[src/rtl/bg_pkg.sv]
// Shared encodings for the bandgap SAR trim controller: FSM states, search phases,
// sample-capacitor phase codes and the chopped-comparator hit count.
package bg_pkg;

  typedef enum logic [3:0] {
    ST_RESET    = 4'd0,
    ST_DIODE    = 4'd1,
    ST_BLANK1   = 4'd2,
    ST_BIGDIODE = 4'd3,
    ST_BLANK2   = 4'd4,
    ST_COMPARE  = 4'd5,
    ST_SETTLE   = 4'd6,
    ST_DECIDE   = 4'd7,
    ST_OUTPUT   = 4'd8
  } state_e;

  typedef enum logic [1:0] {
    PH_COARSE = 2'd0,
    PH_FINE   = 2'd1,
    PH_TRACK  = 2'd2
  } phase_e;

  localparam logic [1:0] CAP_OFF = 2'd0;
  localparam logic [1:0] CAP_CMP = 2'd1;
  localparam logic [1:0] CAP_CHG = 2'd2;

  localparam logic [3:0] OSEL_TRIM = 4'b1110;
  localparam logic [3:0] OSEL_REF  = 4'b1101;

  // Second pass runs with the comparator inverted, so a "hit" there is cmpo low.
  function automatic logic [1:0] hit_count(input logic cmp_pass0, input logic cmp_pass1);
    return {1'b0, cmp_pass0} + {1'b0, ~cmp_pass1};
  endfunction

endpackage

[src/rtl/bg_sar_reg.sv]
// Successive-approximation register: start loads MSB-only, each decide resolves the
// current bit and trial-sets the next lower one; load overwrites the code directly.
module bg_sar_reg #(
  parameter int             W       = 8,
  parameter logic [W-1:0]   RST_VAL = '0
) (
  input  logic         clk,
  input  logic         rst_n,
  input  logic         load,
  input  logic [W-1:0] load_val,
  input  logic         start,
  input  logic         decide,
  input  logic         bit_val,
  output logic [W-1:0] code,
  output logic         last
);

  localparam int IW = (W > 1) ? $clog2(W) : 1;
  localparam logic [IW-1:0] IDX_MSB = IW'(W - 1);

  logic [W-1:0]  code_reg, code_next;
  logic [IW-1:0] idx_reg, idx_next;

  always_comb begin
    code_next = code_reg;
    idx_next  = idx_reg;
    if (load) begin
      code_next = load_val;
      idx_next  = '0;
    end else if (start) begin
      code_next        = '0;
      code_next[W-1]   = 1'b1;
      idx_next         = IDX_MSB;
    end else if (decide) begin
      code_next[idx_reg] = bit_val;
      if (idx_reg != '0) begin
        code_next[idx_reg - 1'b1] = 1'b1;
        idx_next                  = idx_reg - 1'b1;
      end
    end
  end

  always_ff @(posedge clk or negedge rst_n) begin
    if (!rst_n) begin
      code_reg <= RST_VAL;
      idx_reg  <= '0;
    end else begin
      code_reg <= code_next;
      idx_reg  <= idx_next;
    end
  end

  assign code = code_reg;
  assign last = (idx_reg == '0);

endmodule

[src/rtl/bg_sar_ctrl.sv]
// Bandgap trim controller: coarse SAR, chopped fine SAR, then chopped tracking of the
// fine code with a periodic OUTPUT window in which the reference is flagged valid.
module bg_sar_ctrl
  import bg_pkg::*;
#(
  parameter int COARSE_W   = 8,
  parameter int FINE_W     = 8,
  parameter int NDIODE     = 8,
  parameter int SETTLE_CYC = 1,
  parameter int OUT_CYC    = 5,
  parameter int RESET_CYC  = 5
) (
  input  logic                clk,
  input  logic                reset_n,
  input  logic                pwrup,
  input  logic                cmpo,
  output logic [COARSE_W-1:0] idac_coarse,
  output logic [FINE_W-1:0]   idac_fine,
  output logic [3:0]          idac_out_select_n,
  output logic [NDIODE-1:0]   diode_select,
  output logic                res_ptat_enable_n,
  output logic [1:0]          c1,
  output logic [1:0]          c2,
  output logic                cmp_swap_input,
  output logic [3:0]          state,
  output logic [1:0]          phase,
  output logic                valid,
  output logic                locked
);

  // Asynchronous assert, release aligned to clk after two flops.
  logic [1:0] rst_sync_reg;
  logic       rst_n;

  always_ff @(posedge clk or negedge reset_n) begin
    if (!reset_n) rst_sync_reg <= 2'b00;
    else          rst_sync_reg <= {rst_sync_reg[0], 1'b1};
  end
  assign rst_n = rst_sync_reg[1];

  logic [3:0] state_reg, state_next;
  logic [3:0] cnt_reg, cnt_next;
  logic [1:0] phase_reg, phase_next;
  logic       valid_reg, valid_next;
  logic       locked_reg, locked_next;
  logic       swap_reg, swap_next;
  logic       pass_reg, pass_next;
  logic       hit0_reg, hit0_next;

  logic              coarse_load, coarse_start, coarse_decide, coarse_bit, coarse_last;
  logic              fine_load, fine_start, fine_decide, fine_bit, fine_last;
  logic [FINE_W-1:0] fine_load_val;
  logic [1:0]        hits;

  assign hits = hit_count(hit0_reg, cmpo);

  always_comb begin
    state_next    = state_reg;
    cnt_next      = cnt_reg;
    phase_next    = phase_reg;
    valid_next    = 1'b0;
    locked_next   = locked_reg;
    swap_next     = swap_reg;
    pass_next     = pass_reg;
    hit0_next     = hit0_reg;
    coarse_load   = 1'b0;
    coarse_start  = 1'b0;
    coarse_decide = 1'b0;
    coarse_bit    = 1'b0;
    fine_load     = 1'b0;
    fine_load_val = idac_fine;
    fine_start    = 1'b0;
    fine_decide   = 1'b0;
    fine_bit      = 1'b0;

    case (state_reg)
      ST_RESET: begin
        coarse_start = 1'b1;
        fine_start   = 1'b1;
        phase_next   = PH_COARSE;
        locked_next  = 1'b0;
        swap_next    = 1'b0;
        pass_next    = 1'b0;
        if (cnt_reg == 4'(RESET_CYC - 1)) begin
          state_next = ST_DIODE;
          cnt_next   = '0;
        end else begin
          cnt_next = cnt_reg + 4'd1;
        end
      end
      ST_DIODE:    state_next = ST_BLANK1;
      ST_BLANK1:   state_next = ST_BIGDIODE;
      ST_BIGDIODE: state_next = ST_BLANK2;
      ST_BLANK2:   state_next = ST_COMPARE;
      ST_COMPARE: begin
        state_next = ST_SETTLE;
        cnt_next   = '0;
      end
      ST_SETTLE: begin
        if (cnt_reg == 4'(SETTLE_CYC - 1)) begin
          state_next = ST_DECIDE;
          cnt_next   = '0;
        end else begin
          cnt_next = cnt_reg + 4'd1;
        end
      end
      ST_DECIDE: begin
        if (phase_reg == PH_COARSE) begin
          coarse_decide = 1'b1;
          coarse_bit    = ~cmpo;
          state_next    = ST_DIODE;
          if (coarse_last) begin
            phase_next = PH_FINE;
            fine_start = 1'b1;
          end
        end else if (!pass_reg) begin
          hit0_next  = cmpo;
          pass_next  = 1'b1;
          swap_next  = 1'b1;
          state_next = ST_DIODE;
        end else begin
          pass_next = 1'b0;
          swap_next = 1'b0;
          if (phase_reg == PH_FINE) begin
            fine_decide = 1'b1;
            fine_bit    = (hits == 2'd2);
            if (fine_last) begin
              locked_next = 1'b1;
              phase_next  = PH_TRACK;
              state_next  = ST_OUTPUT;
              cnt_next    = '0;
            end else begin
              state_next = ST_DIODE;
            end
          end else begin
            fine_load = 1'b1;
            if (hits == 2'd2 && idac_fine != '1)      fine_load_val = idac_fine + 1'b1;
            else if (hits == 2'd0 && idac_fine != '0) fine_load_val = idac_fine - 1'b1;
            state_next = ST_OUTPUT;
            cnt_next   = '0;
          end
        end
      end
      ST_OUTPUT: begin
        if (cnt_reg == 4'(OUT_CYC - 1)) begin
          state_next = ST_DIODE;
          cnt_next   = '0;
        end else begin
          cnt_next   = cnt_reg + 4'd1;
          // valid covers the 3rd cycle of the window through the last
          valid_next = (cnt_reg >= 4'd1);
        end
      end
      default: begin
        state_next = ST_RESET;
        cnt_next   = '0;
      end
    endcase

    if (!pwrup) begin
      state_next    = ST_RESET;
      cnt_next      = '0;
      phase_next    = PH_COARSE;
      valid_next    = 1'b0;
      locked_next   = 1'b0;
      swap_next     = 1'b0;
      pass_next     = 1'b0;
      hit0_next     = 1'b0;
      coarse_start  = 1'b0;
      coarse_decide = 1'b0;
      fine_start    = 1'b0;
      fine_decide   = 1'b0;
      coarse_load   = 1'b1;
      fine_load     = 1'b1;
      fine_load_val = '1;
    end
  end

  // Analog controls are registered from the next state so they never glitch.
  logic [1:0]        c1_reg, c1_next, c2_reg, c2_next;
  logic [NDIODE-1:0] diode_reg, diode_next;
  logic              ptat_n_reg, ptat_n_next;
  logic [3:0]        osel_reg, osel_next;

  always_comb begin
    c1_next     = CAP_CHG;
    c2_next     = CAP_CHG;
    diode_next  = '1;
    ptat_n_next = 1'b1;
    osel_next   = OSEL_TRIM;
    case (state_next)
      ST_DIODE: begin
        diode_next = NDIODE'(1);
        c2_next    = CAP_OFF;
      end
      ST_BLANK1: begin
        diode_next = NDIODE'(1);
        c1_next    = CAP_OFF;
        c2_next    = CAP_OFF;
      end
      ST_BIGDIODE: begin
        c1_next     = CAP_OFF;
        ptat_n_next = 1'b0;
      end
      ST_BLANK2: begin
        c1_next     = CAP_OFF;
        c2_next     = CAP_OFF;
        ptat_n_next = 1'b0;
      end
      ST_COMPARE, ST_SETTLE, ST_DECIDE: begin
        c1_next     = CAP_CMP;
        c2_next     = CAP_CMP;
        ptat_n_next = 1'b0;
      end
      ST_OUTPUT: begin
        c1_next     = CAP_OFF;
        c2_next     = CAP_OFF;
        ptat_n_next = 1'b0;
        osel_next   = OSEL_REF;
      end
      default: ;
    endcase
  end

  always_ff @(posedge clk or negedge rst_n) begin
    if (!rst_n) begin
      state_reg  <= ST_RESET;
      cnt_reg    <= '0;
      phase_reg  <= PH_COARSE;
      valid_reg  <= 1'b0;
      locked_reg <= 1'b0;
      swap_reg   <= 1'b0;
      pass_reg   <= 1'b0;
      hit0_reg   <= 1'b0;
      c1_reg     <= CAP_CHG;
      c2_reg     <= CAP_CHG;
      diode_reg  <= '1;
      ptat_n_reg <= 1'b1;
      osel_reg   <= OSEL_TRIM;
    end else begin
      state_reg  <= state_next;
      cnt_reg    <= cnt_next;
      phase_reg  <= phase_next;
      valid_reg  <= valid_next;
      locked_reg <= locked_next;
      swap_reg   <= swap_next;
      pass_reg   <= pass_next;
      hit0_reg   <= hit0_next;
      c1_reg     <= c1_next;
      c2_reg     <= c2_next;
      diode_reg  <= diode_next;
      ptat_n_reg <= ptat_n_next;
      osel_reg   <= osel_next;
    end
  end

  bg_sar_reg #(.W(COARSE_W), .RST_VAL('0)) u_coarse (
    .clk      (clk),
    .rst_n    (rst_n),
    .load     (coarse_load),
    .load_val ('0),
    .start    (coarse_start),
    .decide   (coarse_decide),
    .bit_val  (coarse_bit),
    .code     (idac_coarse),
    .last     (coarse_last)
  );

  bg_sar_reg #(.W(FINE_W), .RST_VAL('1)) u_fine (
    .clk      (clk),
    .rst_n    (rst_n),
    .load     (fine_load),
    .load_val (fine_load_val),
    .start    (fine_start),
    .decide   (fine_decide),
    .bit_val  (fine_bit),
    .code     (idac_fine),
    .last     (fine_last)
  );

  assign state             = state_reg;
  assign phase             = phase_reg;
  assign valid             = valid_reg;
  assign locked            = locked_reg;
  assign cmp_swap_input    = swap_reg;
  assign c1                = c1_reg;
  assign c2                = c2_reg;
  assign diode_select      = diode_reg;
  assign res_ptat_enable_n = ptat_n_reg;
  assign idac_out_select_n = osel_reg;

endmodule

[config.mk]
export PLATFORM = sky130hd
export DESIGN_NAME = bg_sar_ctrl
export DESIGN_NICKNAME = d
export VERILOG_FILES = /design/src/rtl/bg_pkg.sv /design/src/rtl/bg_sar_reg.sv /design/src/rtl/bg_sar_ctrl.sv
export SDC_FILE = /design/constraint.sdc
export NUM_CORES = 1
export LEC_CHECK = 0
export ABC_AREA = 0
export CORE_ASPECT_RATIO = 1.75
export CORE_MARGIN = 1
export CORE_UTILIZATION = 40
export CTS_BUF_LIST = sky130_fd_sc_hd__clkbuf_16
export DETAILED_ROUTE_END_ITERATION = 8
export MAX_ROUTING_LAYER = met4
export PLACE_DENSITY_LB_ADDON = 0.08
export SYNTH_ARGS = -nofsm -noshare
export SYNTH_HDL_FRONTEND = slang
export SYNTH_HIERARCHICAL = 1
export SYNTH_SLANG_ARGS = --single-unit
[constraint.sdc]
create_clock -name clk -period 1.8 [get_ports clk]
set_input_delay 0.36 -clock clk [delete_from_list [all_inputs] [get_ports clk]]
set_output_delay 0.36 -clock clk [all_outputs]
set_load 0.05 [all_outputs]
==> metrics.cfg <==
[die]
rows=43
ios=46
die_area_sq_um=8670
die_width_um=70.8
start_util_pct=41.6
die_y_um=122
coreArea_sq_um=7960

[setup_path]
crit_cells=10
r2r_cells=10
criticalPathCategory=reg2reg
worst-path-buf-inv=2
path_cells=inv_2 -> ha_4 -> or4b_4 -> o41ai_2 -> a21o_1 -> buf_6 -> xnor2_1 -> nand2_1 -> nand2_1 -> o221ai_1
ff2ff_setup_slack_ns=-0.30
endpoint_kind=flip-flop
cpMostUsedCell=nand2_1
cp_max_fo=5
arrival_ns=2.31
worstSetupStartpointType=flip-flop
cpPeakStageDelay_ns=0.47
critPathLaunch=u_fine/code[1]
crit_slowest_cell=dfstp_4
crit_family=simple AND/OR/NAND/NOR gates
cp.required_ns=2.01
r2r-start=u_fine/code[1]
reg2reg_to=u_fine/code[0]
cp-endpoint=u_fine/code[0]

[yosys]
synth-seq-cells=46
synth_common_cells=46 x nand2_1, 33 x dfrtp_1, 31 x nor2_1, 30 x a21oi_1, 18 x mux2_2
syn_area_per_cell_sq_um=8.59
synthDistinctLibCells=56
ys_warn_count=6
synth-edff-count=0
netlist_area_sq_um=3310
yosysSeqAreaShare_pct=35.2
synth_top_area_share_pct=24.9
yosysMostFrequentCell=nand2_1
synth_area_leader_cell=dfrtp_1
synth_area_leaders=dfrtp_1 25%, dfstp_2 10%, mux2_2 6.1%
synthCells=386
synth_ff_type=dfrtp_1
async_flop_share_pct=100

[pwr]
p_int_mw=2.68
power_switching_mw=1.77
totalPowerFinal_mw=4.45
p_clk_share_pct=20.3
pwr-share-comb_pct=49.7
switching_share_pct=39.7
power_density_nw_per_um2=915
p_seq_share_pct=30.0
vdd_ir_drop_max_v=0.000858
power_leakage_nw=2.16

[finish]
fin_nets=508
final_cells=584
synthToLayoutAreaGrowth_pct=46.6
fillCellCount=718
regArea_sq_um=1180
n_antenna_cell=0
multi_input_area_sq_um=2180
fin_area_sq_um=4860
drive_gt1_share_pct=42.3
utilization_pct=61.0

[run_status]
status=complete, but fails checks
violations=negative setup slack

[drt]
final_antenna_net_count=0
drcViolationCount=0
dr_total_vias=3230
first_pass_iters=6
routed_wirelength_um=9480
viasPerCell=5.53
drt_iter0_markers=226
wl_per_cell_um=16.2

[timing]
fmax_ghz=0.476
rsz0062_at_grt=yes
min_period_ns=2.10
worst_slack_ns=-0.299
hold_viol=0
setup_viol=15
fin_crit_sh_pct=117
drv_slew=0
worst_clock_skew_ns=0.00336

[placed_design]
port_buffers=42
place.gp.congestion=0.899
placed_cell_area_sq_um=4470
place_ws_ns=-0.452
placed_cells=569
dp_hpwl_um=7250

[global_route]
overflow=0
grt_pass1_vias=3223
antenna_found_initial=0
grt_pass1_wl_um=15400
track_usage_pct=23.8
grt_max_degree=45

[job]
cap_violations=0

[clock_network]
cts.clk_slew.worst_paths_ns=0.06
cts-buffers-inserted=5
cts_sinks=46
cts_buffer_depth=2
h-tree-depth=2
cts_tree=yes
clock_latency_ns=0.29
clockRootBuffer=clkbuf_16

[worst_hold_path]
hold_path.class=in2async

-- per-stage QoR --
stage / hold slack (ns) / setup TNS [ns]
3_3_place_gp: 0.250 / -5.10
3_5_place_dp: 0.254 / -6.09
5_1_grt: 0.216 / -3.86
2_1_floorplan: 0.0644 / -2.14
4_1_cts: 0.220 / -1.92
6_report: 0.225 / -2.11
-- worst min path at each step --
stage,endpoint,cells after the start,slack (ns),start
after floorplan,rst_sync_reg[0],0,0.06,reset_n
after global placement,u_fine/idx_reg[0],1,0.25,rst_sync_reg[1]
after detailed placement,u_fine/idx_reg[0],1,0.25,rst_sync_reg[1]
after CTS,rst_sync_reg[0],1,0.22,reset_n
after global routing,rst_sync_reg[0],1,0.22,reset_n
final,rst_sync_reg[0],1,0.22,reset_n
-- layer usage --
metal / up-vias / part of all wire [%] / track usage [%]
met2: 69 / 56 / 43.7
met5: - / 0 / -
met1: 1557 / 38 / 23.2
met3: 24 / 2.4 / 3.45
met4: 0 / 4.4 / 14.9
li1: 1580 / - / -
-- repair_timing --
action,in CTS,in global routing
pin swaps,6,12
buffers inserted,3,3
gates resized for setup,12,33
endpoints found under the setup margin,14,25
gates cloned,1,0
hold buffers,0,0
endpoints found under the hold margin,0,0
-- cells by family after synthesis --
group	Yosys count	synth area share, %
AOI/OAI and AO/OA	90	17.7
DFF	46	35.2
and+or+nand+nor	159	24.8
buffers and inverters	45	7.44
xor gates and xnor gates	9	2.38
other	2	0.227
muxes	24	8.00
adders and majority gates	11	4.15
-- power groups by stage --
stage               Sequential (mW)  Combinational, mW  Clock (mW)
finish                         1.33               2.21       0.902
floorplan                      1.61               1.06           0
detailed placement             1.35               2.11           0
global placement               1.35               2.08           0
global route                   1.35               2.36       0.975
CTS                            1.33               2.15       0.936
-- placed cells by master (no fill, tap or decap), types with 3 or more instances in the layout --
cell type	count
and3_2	3
dfrtp_2	8
inv_1	13
or3_1	3
o21ai_1	4
ha_4	3
mux2_4	3
clkbuf_16	5
nor3b_1	11
a21oi_2	6
o221ai_1	11
buf_6	8
a31oi_1	7
o21a_1	3
conb_1	12
nor2b_1	5
nor3_1	12
inv_2	3
o21ai_0	9
xnor2_1	7
nor2_1	27
ha_1	8
o221ai_2	3
nand3b_1	10
dfrtp_1	25
nand2_1	43
buf_12	20
a21oi_1	24
nand2b_1	3
mux2_2	15
nor3_2	3
buf_4	87
mux2i_1	4
nand3_1	10
a21o_1	6
dfstp_2	11
-- cell type report --
| class | instances | share of cell area [%] |
|---|---|---|
| multi-input cells | 305 | 44.9 |
| flip-flops and latches | 46 | 24.4 |
| repair buffers | 119 | 24.3 |
| clock buffers | 5 | 2.57 |
| well taps | 90 | 2.32 |
| inverters | 16 | 1.29 |
| clock inverters | 3 | 0.283 |
No activity file was read; power rests on OpenSTA's default activity.
